==> src/rtl/inst_fetch_unit.sv <==
// inst_fetch_unit: fetch stage between the PC register and decode.
// One outstanding req/gnt/rvalid read, DEPTH-entry in-order buffer.
module inst_fetch_unit #(
  parameter int PC_W   = 12,
  parameter int INST_W = 16,
  parameter int DEPTH  = 2
) (
  input  logic              clk,
  input  logic              reset,
  input  logic [PC_W-1:0]   i_pc,
  input  logic              i_flush,
  output logic              o_pc_advance,
  output logic              o_mem_req,
  output logic [PC_W-1:0]   o_mem_addr,
  input  logic              i_mem_gnt,
  input  logic              i_mem_rvalid,
  input  logic [INST_W-1:0] i_mem_rdata,
  output logic              o_inst_valid,
  output logic [INST_W-1:0] o_inst,
  output logic [PC_W-1:0]   o_inst_pc,
  input  logic              i_dec_ready
);

  localparam int PTR_W = $clog2(DEPTH);
  localparam int CNT_W = PTR_W + 1;

  typedef enum logic [1:0] {
    IDLE,
    REQ,
    WAIT,
    DROP
  } state_t;

  typedef struct packed {
    logic [PC_W-1:0]   pc;
    logic [INST_W-1:0] inst;
  } entry_t;

  state_t           state;
  entry_t           fifo_q [DEPTH];
  logic [PTR_W-1:0] wr_ptr;
  logic [PTR_W-1:0] rd_ptr;
  logic [CNT_W-1:0] count;
  logic [CNT_W-1:0] occ;
  logic             space;
  logic             full;
  logic             push;
  logic             pop;
  entry_t           head;

  // A request in WAIT already owns a slot, so count it as occupied.
  assign occ   = count + CNT_W'(state == WAIT);
  assign space = occ < CNT_W'(DEPTH);
  assign full  = count == CNT_W'(DEPTH);

  assign push = (state == WAIT) && i_mem_rvalid
             && !i_flush;
  assign pop  = o_inst_valid && i_dec_ready
             && !i_flush;

  assign o_pc_advance = o_mem_req && i_mem_gnt
                     && !i_flush;

  assign head         = fifo_q[rd_ptr];
  assign o_inst_valid = count != '0;
  assign o_inst       = o_inst_valid ? head.inst : '0;
  assign o_inst_pc    = o_inst_valid ? head.pc : '0;

  always_ff @(posedge clk or negedge reset) begin
    if (!reset) begin
      state      <= IDLE;
      o_mem_req  <= 1'b0;
      o_mem_addr <= '0;
    end else begin
      unique case (state)
        IDLE: begin
          if (space && !i_flush) begin
            state      <= REQ;
            o_mem_req  <= 1'b1;
            o_mem_addr <= i_pc;
          end
        end
        REQ: begin
          if (i_mem_gnt) begin
            o_mem_req <= 1'b0;
            state     <= i_flush ? DROP : WAIT;
          end else if (i_flush) begin
            o_mem_req <= 1'b0;
            state     <= IDLE;
          end
        end
        WAIT: begin
          if (i_mem_rvalid) begin
            state <= IDLE;
          end else if (i_flush) begin
            state <= DROP;
          end
        end
        DROP: begin
          if (i_mem_rvalid) begin
            state <= IDLE;
          end
        end
        default: begin
          state     <= IDLE;
          o_mem_req <= 1'b0;
        end
      endcase
    end
  end

  always_ff @(posedge clk or negedge reset) begin
    if (!reset) begin
      count  <= '0;
      wr_ptr <= '0;
      rd_ptr <= '0;
    end else if (i_flush) begin
      count  <= '0;
      wr_ptr <= '0;
      rd_ptr <= '0;
    end else begin
      if (push) begin
        wr_ptr <= wr_ptr + PTR_W'(1);
      end
      if (pop) begin
        rd_ptr <= rd_ptr + PTR_W'(1);
      end
      unique case ({push, pop})
        2'b10:   count <= count + CNT_W'(1);
        2'b01:   count <= count - CNT_W'(1);
        default: count <= count;
      endcase
    end
  end

  // Storage needs no reset: the head is gated by o_inst_valid.
  always_ff @(posedge clk) begin
    if (push) begin
      fifo_q[wr_ptr] <= '{pc: o_mem_addr, inst: i_mem_rdata};
    end
  end

  always_ff @(posedge clk) begin
    if (reset) begin
      assert (!(push && full));
    end
  end

endmodule

==> config.mk <==
export PLATFORM = sky130hd
export DESIGN_NAME = inst_fetch_unit
export DESIGN_NICKNAME = d
export VERILOG_FILES = /design/src/rtl/inst_fetch_unit.sv
export SDC_FILE = /design/constraint.sdc
export NUM_CORES = 1
export LEC_CHECK = 0
export ABC_AREA = 1
export CORE_MARGIN = 4
export CORE_UTILIZATION = 25
export CTS_BUF_LIST = sky130_fd_sc_hd__clkbuf_16
export CTS_CLUSTER_DIAMETER = 150
export DETAILED_ROUTE_END_ITERATION = 8
export GPL_ROUTABILITY_DRIVEN = 0
export HOLD_SLACK_MARGIN = 0.08
export PLACE_DENSITY = 0.46
export RECOVER_POWER = 100
export SYNTH_ARGS = -nofsm -noshare
export SYNTH_HDL_FRONTEND = slang
export SYNTH_SLANG_ARGS = --single-unit
export TNS_END_PERCENT = 100
==> constraint.sdc <==
create_clock -name clk -period 3.5 [get_ports clk]
set_input_delay 0.875 -clock clk [delete_from_list [all_inputs] [get_ports clk]]
set_output_delay 0.875 -clock clk [all_outputs]
set_load 0.05 [all_outputs]
* Word-level counts from Yosys, hierarchy flattened
Memory sizes are Yosys's and may differ from the RTL's. Cells that the tools add are included.
Operators by class: reductions and logical operators 17, equality and inequality tests 9, shift-type cells 0, bitwise operators 0, divide/modulo/power cells 0, order comparisons 1, muxes and demuxes 22, $mul 0, add/subtract/negate cells 5
Operator list (count):
- 16-bit two-way mux | 1
- 2-bit two-way mux | 7
- 12-bit two-way mux | 1
- 1-bit two-way mux | 10
- 2-bit case mux with 4 select lines | 1
- 2-bit nonzero test | 4
- 1-bit logical AND | 7
- 2-bit equality test, second input constant | 3
- 3-bit inequality test, second input constant | 2
- 2-bit by 1-bit equality test with 1-bit output, second input constant | 2
- 2-bit inequality test, second input constant | 2
- 2-bit case mux with 2 select lines | 1
- 4-bit AND reduction | 1
- 3-bit AND reduction | 1
- 3-bit nonzero test | 1
- 1-bit adder, second input constant | 2
- 2-bit by 1-bit adder with 2-bit output | 1
- 2-bit by 1-bit adder with 2-bit output, second input constant | 1
- 2-bit zero test | 1
- 2-bit < comparator, second input constant | 1
- 1-bit case mux with 2 select lines | 1
- 2-bit AND reduction | 1
- 2-bit by 1-bit subtractor with 2-bit output, second input constant | 1
- 1-bit zero test | 1
Storage, ports and cells: bits in writable memories 56, memory bits (read-only) 0, memories 1, word-level logic and storage cells 61, bits of input ports 34, register bits 19, bits in latches 0
Memories:
- fifo_q | depth 2, bits a word 28, rd ports 1, clocked after memory_dff 0, write ports 1, RTL line 40 | entry_t fifo_q [DEPTH];

* Logic depth before layout (Yosys ltp)
depth in word-level cells 6, mapped depth 8, mapped depth without buffers 7

* Least setup slack after synthesis
No wires, ideal clock.
path kind input to register, start input port i_flush, end memory fifo_q[1][0] (netlist bit) (enable), data arrival time 3.006 ns, setup slack 0.046 ns, cell stages on the path 2, cell sequence buf_4 -> nor3_1
On the way: cells in the longest elaborated chain, start to end 4
RTL lines:
- start, declared | RTL line 11 | input logic i_flush,
- 1-bit zero test | RTL line 57 | && !i_flush;
- 1-bit logical AND | RTL line 57
- 1-bit two-way mux | RTL line 138 | if (push) begin
- 1-bit two-way mux (not written as such) | RTL line 139 | fifo_q[wr_ptr] <= '{pc: o_mem_addr, inst: i_mem_rdata};
- end, declared | RTL line 40
Every way passes these cells.

* Final worst setup path
start input port i_flush, end output port o_pc_advance
On the way: cells in the longest elaborated chain, start to end 2
RTL lines:
- 1-bit zero test | RTL line 62 | && !i_flush;
- 1-bit logical AND | RTL line 62
- end, declared | RTL line 12 | output logic o_pc_advance,
Every way passes these cells.

==> metrics <==
status=completed; Hold Vio Cnt, Final=0; Distinct cells, synth=18; Root Driver=clkbuf_16; setup tns final=0 ns; peak supply drop=0.345 mV; first-pass detailed-route iteration total=4; flops & latches, synth=75; CTS Buf Count=9; first-pass GRT wire length=11200 um; P&R area growth vs syn=35.3%; Synth Warn #=0; dpl cells=490; hold path cells=0; Worst EP arrival=2.16 ns; wire length per cell=13.2 um; Hold Path Sink=fifo_q[1][26]; Syn Nets=309; Metal-1 WL=3050 um; gr ovfl total=0; CP Cell Sequence=dlygate4sd3_1 > nor2_1 > clkbuf_1; Critical R2R Launch=state[0]; CP max FO=10; nets=392; die area=13900 um2; routed wl met2=3130 um; FF/Latch Area=2160 um2; Remaining DRCs=0; post-route ant nets=0; Worst Tran Pin Value=1.05 ns; Starting Density=26.0%; WS Path Type=in -> out; CTS Buffer Depth=2; FF-to-FF setup slack=1.39 ns; I/O pins=77; CTS tree=done; fin crit share=86.7%; Period minus WS final=3.03 ns; Clk Latency, worst-skew pair=0.32 ns; Tightest Hold Check Type=reg -> reg; sequential cell area fraction in the yosys report=71.4%; reg2reg path depth=4; Hold Startpoint=o_mem_addr[10]; die width=118 um; chip height=118 um; Critical Path Start Type=primary input; area of the core=11600 um2; vias in the first global route=2199; vias per cell=4.15; initial antenna violation count=0; Final Max Slew Viols=0; post-CTS setup buffers=0; fmax=330 MHz; clock sinks=75; CP Capture Type=output pin; GR Util All Layers=10.2%; top routing layer used=met4; synthesized instance count=275; row count=39; dpl cell area=3900 um2; Fillers=1193; Final Cell Area=4090 um2; routed wire length=6690 um; Clock Skews=0.00676 ns; largest net degree at the start of global routing=29; total of max-cap violations=0; post-synthesis cell area=3020 um2; RSZ-0062 raised after global routing=no; pwr dens=745 nW/um2; PortBufs=76; hpwl dp=4690 um; CP top delay family=buffers and inverters; Clock H-tree levels=3; Max stage delay on crit path=0.67 ns; share of layout cells above drive strength 1=10.5%; ANT cells=0; multi-input logic area=733 um2; Critical-path top delay cell=dlygate4sd3_1; Synth Area per Inst=11.0 um2; Leak=1.65 nW; DRT iter0 DRCs=85; WP data required=2.62 ns; post-CTS resize count=0; commonest cells after routing, fill and taps aside=nand2_1, edfxtp_1, dlygate4sd3_1; Hold-fix buffers, CTS=0; max_slew headroom=30.2%; Reg2Reg Capture Point=fifo_q[1][9]; commonest non-fill, non-tap cell in the layout=nand2_1; metal3 WL=445 um; via count=2100; Setup violations, final=0; Worst-path clk slew=0.06 ns; worst path bufs/invs=2; fin cells=506
-- state kept, by name (all words and copies together) (netlist names) --
name / count
state: 2
count: 2
fifo_q: 56
o_mem_req: 1
wr_ptr: 1
o_mem_addr: 12
rd_ptr: 1
-- cells in the mapped netlist (all sizes together) --
library cell / number / area, um2
nor3: 2 / 10.0
nor2: 8 / 30.0
nand2: 113 / 427
a21oi: 31 / 155
buf: 8 / 51.3
clkbuf: 4 / 15.0
dfrtp: 19 / 475
inv: 14 / 52.6
o21ai: 8 / 40.0
nand3: 9 / 50.1
edfxtp: 56 / 1680
nand4: 3 / 33.8
-- per-layer routing --
metal  up-vias  GRT usage (%)
met5         -              0
met2        57           16.3
met1       947           12.9
li1       1090              -
met3         6           4.23
met4         0           2.20
-- how the worst max path moves through the flow --
stage | start | endpoint | slack (ns) | cells after the start
5_1_grt | rd_ptr | o_inst_pc[6] | 0.31 | 5
6_report | i_flush | o_pc_advance | 0.47 | 3
3_3_place_gp | i_flush | o_pc_advance | 0.80 | 3
4_1_cts | rd_ptr | o_inst_pc[4] | 0.70 | 5
2_1_floorplan | i_flush | fifo_q[1][0] | 0.05 | 2
3_5_place_dp | i_flush | o_pc_advance | 0.79 | 3
-- cell type report --
type                    count  share of cell area, %
inverters                  14                   1.29
flip-flops and latches     75                   52.8
repair buffers             84                   17.0
clock inverters             7                   1.13
clock buffers               9                   5.51
well taps                 143                   4.38
multi-input cells         174                   17.9
-- through the flow --
step                total power [mW]  worst slack [ns]  utilization (%)  hold slack [ns]
global placement                2.33             0.797             33.6            0.494
floorplan                       1.95            0.0457                -            0.516
CTS                             3.17             0.703             35.9            0.509
detailed placement              2.34             0.788             33.6            0.493
global route                    3.24             0.307             35.2            0.526
finish                          3.04             0.465             35.2            0.499
-- cell families after synthesis --
family	Yosys count	synth area share, %
DFF	75	71.4
and+or+nand+nor	135	18.2
buffers and inverters	26	3.93
AOI/OAI and AO/OA	39	6.46
-- power by group --
part / internal [mW] / total, mW / leakage, nW / switching (mW)
logic: 0.273 / 1.02 / 0.768 / 0.746
registers: 1.11 / 1.21 / 0.747 / 0.0995
clock network: 0.476 / 0.813 / 0.134 / 0.336
No activity file was read; power rests on OpenSTA's default activity.
